==> src/rtl/queue_sched_pkg.sv <==
// Shared types and width helpers for the queue pop scheduler.
package queue_sched_pkg;

  typedef enum logic [0:0] {
    StIdle,
    StBurst
  } state_t;

  // Queue index width; a 2-queue scheduler still needs one bit.
  function automatic int unsigned id_width(int unsigned m);
    return (m <= 2) ? 1 : $clog2(m);
  endfunction

  // Burst counter width, able to hold the value max_burst itself.
  function automatic int unsigned cnt_width(int unsigned max_burst);
    return $clog2(max_burst + 1);
  endfunction

endpackage

==> src/rtl/rr_pick.sv <==
// Combinational rotate-priority picker: first eligible requester after base_i, modulo M.
module rr_pick #(
  parameter int unsigned M    = 4,
  parameter int unsigned ID_W = 2
) (
  input  logic [M-1:0]    req_i,
  input  logic [ID_W-1:0] base_i,
  input  logic [M-1:0]    excl_i,
  output logic [M-1:0]    gnt_o,
  output logic [ID_W-1:0] idx_o,
  output logic            any_o
);

  logic [M-1:0] cand;

  assign cand = req_i & ~excl_i;

  // Scan base+1 .. base+M; explicit modulo keeps non-power-of-2 M correct.
  always_comb begin
    int unsigned c;
    gnt_o = '0;
    idx_o = '0;
    any_o = 1'b0;
    c     = 0;
    for (int unsigned i = 1; i <= M; i++) begin
      c = (32'(base_i) + i) % M;
      if (!any_o && cand[c]) begin
        any_o    = 1'b1;
        gnt_o[c] = 1'b1;
        idx_o    = ID_W'(c);
      end
    end
  end

endmodule

==> src/rtl/queue_pop_sched.sv <==
// Round-robin, burst-limited pop scheduler draining M queues onto one registered egress.
module queue_pop_sched
  import queue_sched_pkg::*;
#(
  parameter int unsigned M         = 4,
  parameter int unsigned W         = 32,
  parameter int unsigned MAX_BURST = 4,
  localparam int unsigned ID_W     = id_width(M)
) (
  input  logic            clk,
  input  logic            arst_n,
  input  logic [M-1:0]    i_q_empty_w,
  input  logic [M*W-1:0]  i_q_pop_dat,
  output logic [M-1:0]    o_q_pop,
  output logic            o_egr_vld,
  output logic [W-1:0]    o_egr_dat,
  output logic [ID_W-1:0] o_egr_id,
  input  logic            i_egr_rdy
);

  localparam int unsigned CNT_W = cnt_width(MAX_BURST);

  state_t          state_q, state_d;
  logic [ID_W-1:0] ptr_q, ptr_d;
  logic [CNT_W-1:0] cnt_q, cnt_d;
  logic            vld_q, vld_d;
  logic [W-1:0]    dat_q, dat_d;
  logic [ID_W-1:0] id_q, id_d;

  logic            can_load;
  logic [M-1:0]    req;
  logic [M-1:0]    owner_oh;
  logic [M-1:0]    excl;
  logic            keep;
  logic [M-1:0]    pick_gnt;
  logic [ID_W-1:0] pick_idx;
  logic            pick_any;
  logic [M-1:0]    gnt;
  logic [ID_W-1:0] gnt_idx;
  logic            gnt_any;
  logic [W-1:0]    gnt_dat;

  assign can_load = ~vld_q | i_egr_rdy;
  assign req      = ~i_q_empty_w;

  // One-hot of the current owner / last-grant pointer.
  always_comb begin
    owner_oh        = '0;
    owner_oh[ptr_q] = 1'b1;
  end

  // Owner keeps the grant while it has data and budget left.
  assign keep = (state_q == StBurst) && req[ptr_q] && (cnt_q < CNT_W'(MAX_BURST));

  // Re-arbitration skips the owner only when someone else is waiting.
  assign excl = ((state_q == StBurst) && ((req & ~owner_oh) != '0)) ? owner_oh : '0;

  rr_pick #(
    .M    (M),
    .ID_W (ID_W)
  ) u_rr_pick (
    .req_i  (req),
    .base_i (ptr_q),
    .excl_i (excl),
    .gnt_o  (pick_gnt),
    .idx_o  (pick_idx),
    .any_o  (pick_any)
  );

  // Output: grant selection and pop strobe.
  always_comb begin
    if (keep) begin
      gnt     = owner_oh;
      gnt_idx = ptr_q;
      gnt_any = 1'b1;
    end else begin
      gnt     = pick_gnt;
      gnt_idx = pick_idx;
      gnt_any = pick_any;
    end
    gnt_dat = '0;
    for (int unsigned q = 0; q < M; q++) begin
      if (gnt[q]) gnt_dat = i_q_pop_dat[q*W +: W];
    end
    o_q_pop = can_load ? gnt : '0;
  end

  // Next state: load on pop, drain when idle, hold everything under backpressure.
  always_comb begin
    state_d = state_q;
    ptr_d   = ptr_q;
    cnt_d   = cnt_q;
    vld_d   = vld_q;
    dat_d   = dat_q;
    id_d    = id_q;
    if (can_load) begin
      if (gnt_any) begin
        ptr_d = gnt_idx;
        vld_d = 1'b1;
        dat_d = gnt_dat;
        id_d  = gnt_idx;
        if (MAX_BURST == 1) begin
          state_d = StIdle;
          cnt_d   = CNT_W'(1);
        end else begin
          state_d = StBurst;
          cnt_d   = keep ? cnt_q + CNT_W'(1) : CNT_W'(1);
        end
      end else begin
        state_d = StIdle;
        vld_d   = 1'b0;
        cnt_d   = '0;
      end
    end
  end

  // State register; pointer resets to M-1 so queue 0 wins first.
  always_ff @(posedge clk or negedge arst_n) begin
    if (!arst_n) begin
      state_q <= StIdle;
      ptr_q   <= ID_W'(M - 1);
      cnt_q   <= '0;
      vld_q   <= 1'b0;
      dat_q   <= '0;
      id_q    <= '0;
    end else begin
      state_q <= state_d;
      ptr_q   <= ptr_d;
      cnt_q   <= cnt_d;
      vld_q   <= vld_d;
      dat_q   <= dat_d;
      id_q    <= id_d;
    end
  end

  assign o_egr_vld = vld_q;
  assign o_egr_dat = dat_q;
  assign o_egr_id  = id_q;

`ifndef SYNTHESIS
  a_pop_onehot : assert property (@(posedge clk) disable iff (!arst_n) $onehot0(o_q_pop));
  a_pop_nonempty : assert property (@(posedge clk) disable iff (!arst_n)
    (o_q_pop & i_q_empty_w) == '0);
  a_egr_stable : assert property (@(posedge clk) disable iff (!arst_n)
    (o_egr_vld && !i_egr_rdy) |=> ($stable(o_egr_dat) && $stable(o_egr_id)));
`endif

endmodule

==> config.mk <==
export PLATFORM = sky130hd
export DESIGN_NAME = queue_pop_sched
export DESIGN_NICKNAME = d
export VERILOG_FILES = /design/src/rtl/queue_sched_pkg.sv /design/src/rtl/rr_pick.sv /design/src/rtl/queue_pop_sched.sv
export SDC_FILE = /design/constraint.sdc
export NUM_CORES = 1
export LEC_CHECK = 0
export BUFFER_PORTS_ARGS = -buffer_cell sky130_fd_sc_hd__buf_2
export CORE_MARGIN = 10
export CORE_UTILIZATION = 35
export CTS_CLUSTER_DIAMETER = 120
export CTS_CLUSTER_SIZE = 30
export DETAILED_ROUTE_END_ITERATION = 10
export SLEW_MARGIN = 5
export SYNTH_ARGS = -nofsm -noshare
export SYNTH_HDL_FRONTEND = slang
export SYNTH_SLANG_ARGS = --single-unit
==> constraint.sdc <==
create_clock -name clk -period 4.7 [get_ports clk]
set_input_delay 0.705 -clock clk [delete_from_list [all_inputs] [get_ports clk]]
set_output_delay 0.705 -clock clk [all_outputs]
set_load 0.005 [all_outputs]
Word-level counts from Yosys, hierarchy flattened
Cells that the tools add are included.
Storage, ports and cells
  output and inout bits: 39
  input port bits: 135
  register bits after elaboration: 40
Operators by class
  bitwise operators: 10
  reduce and logical (&&, ||, !) cells: 16
  magnitude comparators: 11
  muxes and demuxes: 44
  add/subtract/negate cells: 5
Operators by type and width (count)
  $mux W32: 4
  $mux W4: 7
  $mux W1: 16
  $lt A2 B3 Y1 const B: 5
  $not A4 Y4: 3
  $or A4 B4 Y4: 3
  $logic_and A1 B1 Y1: 11
  $bmux W1 S2: 5
  $demux W1 S2: 5
  $ge A2 B1 Y1 const B: 5
  $mux W2: 5
  $and A4 B4 Y4: 2
  $mux W3: 2
  $add A2 B1 Y2 const B: 2
  $add A2 B2 Y2 const B: 2
  $reduce_bool A4 Y1: 1
  $add A3 B1 Y3 const B: 1
  $logic_not A1 Y1: 3
  $lt A3 B3 Y1 const B: 1
  $reduce_and A2 Y1: 1
  $not A1 Y1: 1
  $or A1 B1 Y1: 1

Depth between registers and ports, before layout
  depth after elaboration: 28
  mapped depth: 13
  mapped depth without buffers: 10

Hierarchy
A second synthesis with hierarchy kept.
Unflattened totals
  cell total of the unflattened synthesis: 361
  area total of the unflattened synthesis: 3139.3 µm²
Modules (own cells, without submodules)
  queue_pop_sched: area an instance 2700.1 µm², cells an instance 307, seq. area each 1003.5 µm², times used 1
  rr_pick: area an instance 439.2 µm², cells an instance 54, seq. area each 0.0 µm², times used 1

Worst setup path after synthesis
No wires, ideal clock.
  path kind: register to output
  from: reg ptr_q[1]
  to: out o_q_pop[2]
  slack: 826 ps
  stages on the path, launching flop included: 13
  data arrival time: 3169 ps
  path buffers: 3
  required time: 3995 ps
  cells stage by stage: dfstp_2 > clkbuf_1 > inv_1 > ha_1 > o22a_1 > a21o_1 > or3_1 > a2111o_1 > nand2_1 > a2bb2oi_1 > buf_2 > buf_1 > nor2_1
On the way
  longest elaborated chain between the ends: 25
  elaborated cells on any way between the ends: 66
RTL lines
  start: declaration: RTL line queue_pop_sched.sv:24  | logic [ID_W-1:0] ptr_q, ptr_d;
  start signal: assignment: RTL line queue_pop_sched.sv:121  | ptr_q <= ID_W'(M - 1);
  start signal: assignment: RTL line queue_pop_sched.sv:128  | ptr_q <= ptr_d;
  $lt A2 B3 Y1 (implied by the code) or $ge A2 B1 Y1 (tied branches): RTL line queue_pop_sched.sv:49  | owner_oh[ptr_q] = 1'b1;
  $logic_and A1 B1 Y1 (implied by the code): RTL line queue_pop_sched.sv:49
  $mux W1 (implied by the code): RTL line queue_pop_sched.sv:49
  $demux W1 S2: RTL line queue_pop_sched.sv:49
  $not A4 Y4: RTL line queue_pop_sched.sv:56  | assign excl = ((state_q == StBurst) && ((req & ~owner_oh) != '0)) ? owner_oh : '0;
  $and A4 B4 Y4: RTL line queue_pop_sched.sv:56
  $reduce_bool A4 Y1: RTL line queue_pop_sched.sv:56
  $logic_and A1 B1 Y1: RTL line queue_pop_sched.sv:56
  (+9 left out)
  $logic_not A1 Y1: RTL line rr_pick.sv:27  | if (!any_o && cand[c]) begin
  $logic_and A1 B1 Y1: RTL line rr_pick.sv:27
  $mux W1: RTL line rr_pick.sv:27
  $logic_not A1 Y1: RTL line rr_pick.sv:27
  $logic_and A1 B1 Y1: RTL line rr_pick.sv:27
  $mux W4: RTL line rr_pick.sv:27
  $mux W4 *: RTL line queue_pop_sched.sv:72  | if (keep) begin
  $mux W4 *: RTL line queue_pop_sched.sv:85  | o_q_pop = can_load ? gnt : '0;
  end: declaration: RTL line queue_pop_sched.sv:14  | output logic [M-1:0] o_q_pop,
Every way passes the cells marked *; elsewhere a longest branch is shown, timed or not. The select of a mux whose other input is x is not followed.

Worst setup path after layout
  from: reg ptr_q[0]
  to: out o_q_pop[3]
The elaborated chain is that of the path after synthesis.

==> qor.yml <==
syn_area_mm2: 0.004133
cp_max_fo: 24
final_common_cell: "buf_2"
antenna_cells: 0
total_power_w: 0.005051
ir_drop_mv: 0.4735
cts_setup_buffers: 0
cp-start-kind: "register"
post_synth_num_cell_types: 51
tightest_slew_ps: 978.8
netlist_instances: 500
grtUsageTotal_pct: 19.68
cp-end-kind: "output port"
overflow: 0
relSlewSlack_pct: 34.75
ant_nets: 0
max_stage_delay_ps: 750
gr-usage-met3_pct: 4.641
fin_area_mm2: 0.005358
drv_slew: 0
first_iter_violations: 321
synth_nets: 644
clockBufferDepth: 2
rows: 39
startpoint: "ptr_q[0]"
synth-edff-count: 0
area_delta_synth_final_pct: 29.64
die_area_mm2: 0.01655
detail_route.wirelength_um: 16850
r2r-end: "o_egr_dat[7]"
period_share_pct: 94.68
tns_ps: 0
max_freq_mhz: 224.7
synth_seq_area_share_pct: 24.28
wl_per_cell_um: 21.33
dp_slack_ps: 490.1
synth.avg_cell_area_um2: 8.265
p_per_area_mw_per_mm2: 942.9
drv_cap: 0
reg2reg_from: "ptr_q[0]"
place.gp.congestion: 0.8877
finish.utilization_pct: 46.72
critPathSlowestCell: "dfstp_4"
postCtsHoldBufs: 0
io_buffers: 173
outcome: "finished, final reports clean"
cts_buffers: 5
hold_violations: 0
drive_gt1_share_pct: 38.02
ys.flop_type: "dfrtp_1"
grt_pass1_wl_um: 26770
fp.dieW_um: 128.7
cts.sinks: 40
rsz0062_at_grt: "no"
ioPinCount: 174
reg2reg_depth: 11
critPathCapture: "o_q_pop[3]"
use_met2_pct: 35.12
rrSetupSlack_ps: 620
clk_pin_slew_ps: 60
grt-busiest-layer: "met2"
leakage_nw: 2.428
grt_pass1_vias: 5182
ys_ff_latch: 40
clk-insertion-delay-late_ps: 290
nFillCells: 1174
firstDrtPassIters: 7
finClkSkew_ps: 7.207
finalSetupViolations: 0
min-delay-path-class: "reg2reg"
ys_async_sr_fraction_pct: 100.0
num_vias: 4863
drt-vias-per-instance: 6.156
grt_use_met1_pct: 23.10
h-tree-depth: 2
hpwlAfterDp_um: 12100
place_area_mm2: 0.005207
post-route-min-period_ps: 4450
nNetsFinal: 790
yosysWarnings: 0
fin_ws_ps: 250.2
crit_chain: "inv_1 -> ha_1 -> o22a_1 -> a21o_1 -> or3_1 -> a2111o_1 -> nand2_1 -> buf_4 -> a32oi_2 -> nor2_1 -> buf_2"
cts_root_buffer: "clkbuf_16"
critical_path_class: "reg2out"
grt_max_degree: 41
cts_tree: "yes"
ctsResizeCount: 0
die_h_um: 128.7
post-route-drc-count: 0
hold_depth: 1
initial_core_util_pct: 36.04
final_cell_mix: "173 x buf_2, 68 x inv_1, 38 x dfrtp_1, 35 x a21oi_1, 35 x o21ai_0"
worstPathRequired_ps: 3990
antenna_found_initial: 1
arrival_ps: 3740
core_mm2: 0.01147
## logic make-up after synthesis
| group | share of synthesized area, % |
|---|---|
| flip-flops | 24.28 |
| AND/OR/NAND/NOR | 9.052 |
| adder cells (fa/ha/maj) | 2.725 |
| AO/OA/AOI/OAI | 50.62 |
| multiplexers | 1.060 |
| buffers and inverters | 12.26 |
## cells in the mapped netlist, types with 2 or more instances
library cell   n  area [µm²]
inv_1         68       255.2
clkbuf_1      42       157.7
dfrtp_1       38       950.9
a21oi_1       36       180.2
o21ai_0       35       175.2
nand3_1       34       170.2
a311oi_1      32       280.3
o2111a_1      32       360.4
o2111ai_1     32       280.3
a221oi_2      29       435.4
nor2_1        20       75.07
nand2_1       14       52.55
buf_2          9       45.04
ha_1           9       112.6
a21o_1         7       52.55
a221oi_1       6       52.55
a211oi_1       5       37.54
buf_1          4       15.01
o221ai_1       4       35.03
a31oi_1        3       18.77
buf_6          3       33.78
a2111o_1       2       22.52
a2bb2oi_1      2       17.52
and2_1         2       12.51
dfstp_2        2       52.55
nor4_1         2       12.51
o21ai_1        2       10.01
or2_2          2       12.51
or3_1          2       12.51
## critical path: cells and delay by family, from the launching register on
kind | cells | cell delay [ps]
adders and majority gates | 1 | 370
and+or+nand+nor | 3 | 670
DFF | 1 | 750
AOI/OAI and AO/OA | 4 | 1110
buffers and inverters | 3 | 550
## metal layers
layer	routed length, µm	up-vias
met5	13	-
met4	191	2
met3	1303	16
met2	8478	214
met1	6863	2361
li1	-	2270
## stage by stage
stage,std cells,hold slack [ps]
6_report,790,487.3
5_1_grt,790,522.0
4_1_cts,790,494.2
3_5_place_dp,782,472.3
3_3_place_gp,782,463.7
2_1_floorplan,500,409.4
## layout make-up
cell class | count | area (µm²) | area share, %
inverter | 68 | 255.2 | 4.764
timing repair buffer | 197 | 1071 | 19.99
tap | 143 | 178.9 | 3.340
clock buffer | 8 | 146.4 | 2.732
sequential | 40 | 1007 | 18.80
multi-input combinational | 334 | 2699 | 50.37
## worst min-delay path by stage
stage | to | startpoint
2_1_floorplan | cnt_q[0] | arst_n
3_3_place_gp | o_egr_id[1] | o_egr_id[1]
3_5_place_dp | o_egr_id[0] | o_egr_id[0]
4_1_cts | o_egr_id[0] | o_egr_id[0]
5_1_grt | o_egr_id[1] | o_egr_id[1]
6_report | o_egr_id[1] | o_egr_id[1]
## state kept, by name, indices dropped and copies added (netlist names)
signal     cells
o_egr_dat     32
o_egr_vld      1
cnt_q          3
ptr_q          2
o_egr_id       2
## power breakdown
group / switching (W) / internal (W)
clock network: 0.000150 / 0.000212
logic: 0.00251 / 0.00149
registers: 0.000139 / 0.000553
No activity file was read; power rests on OpenSTA's default activity.
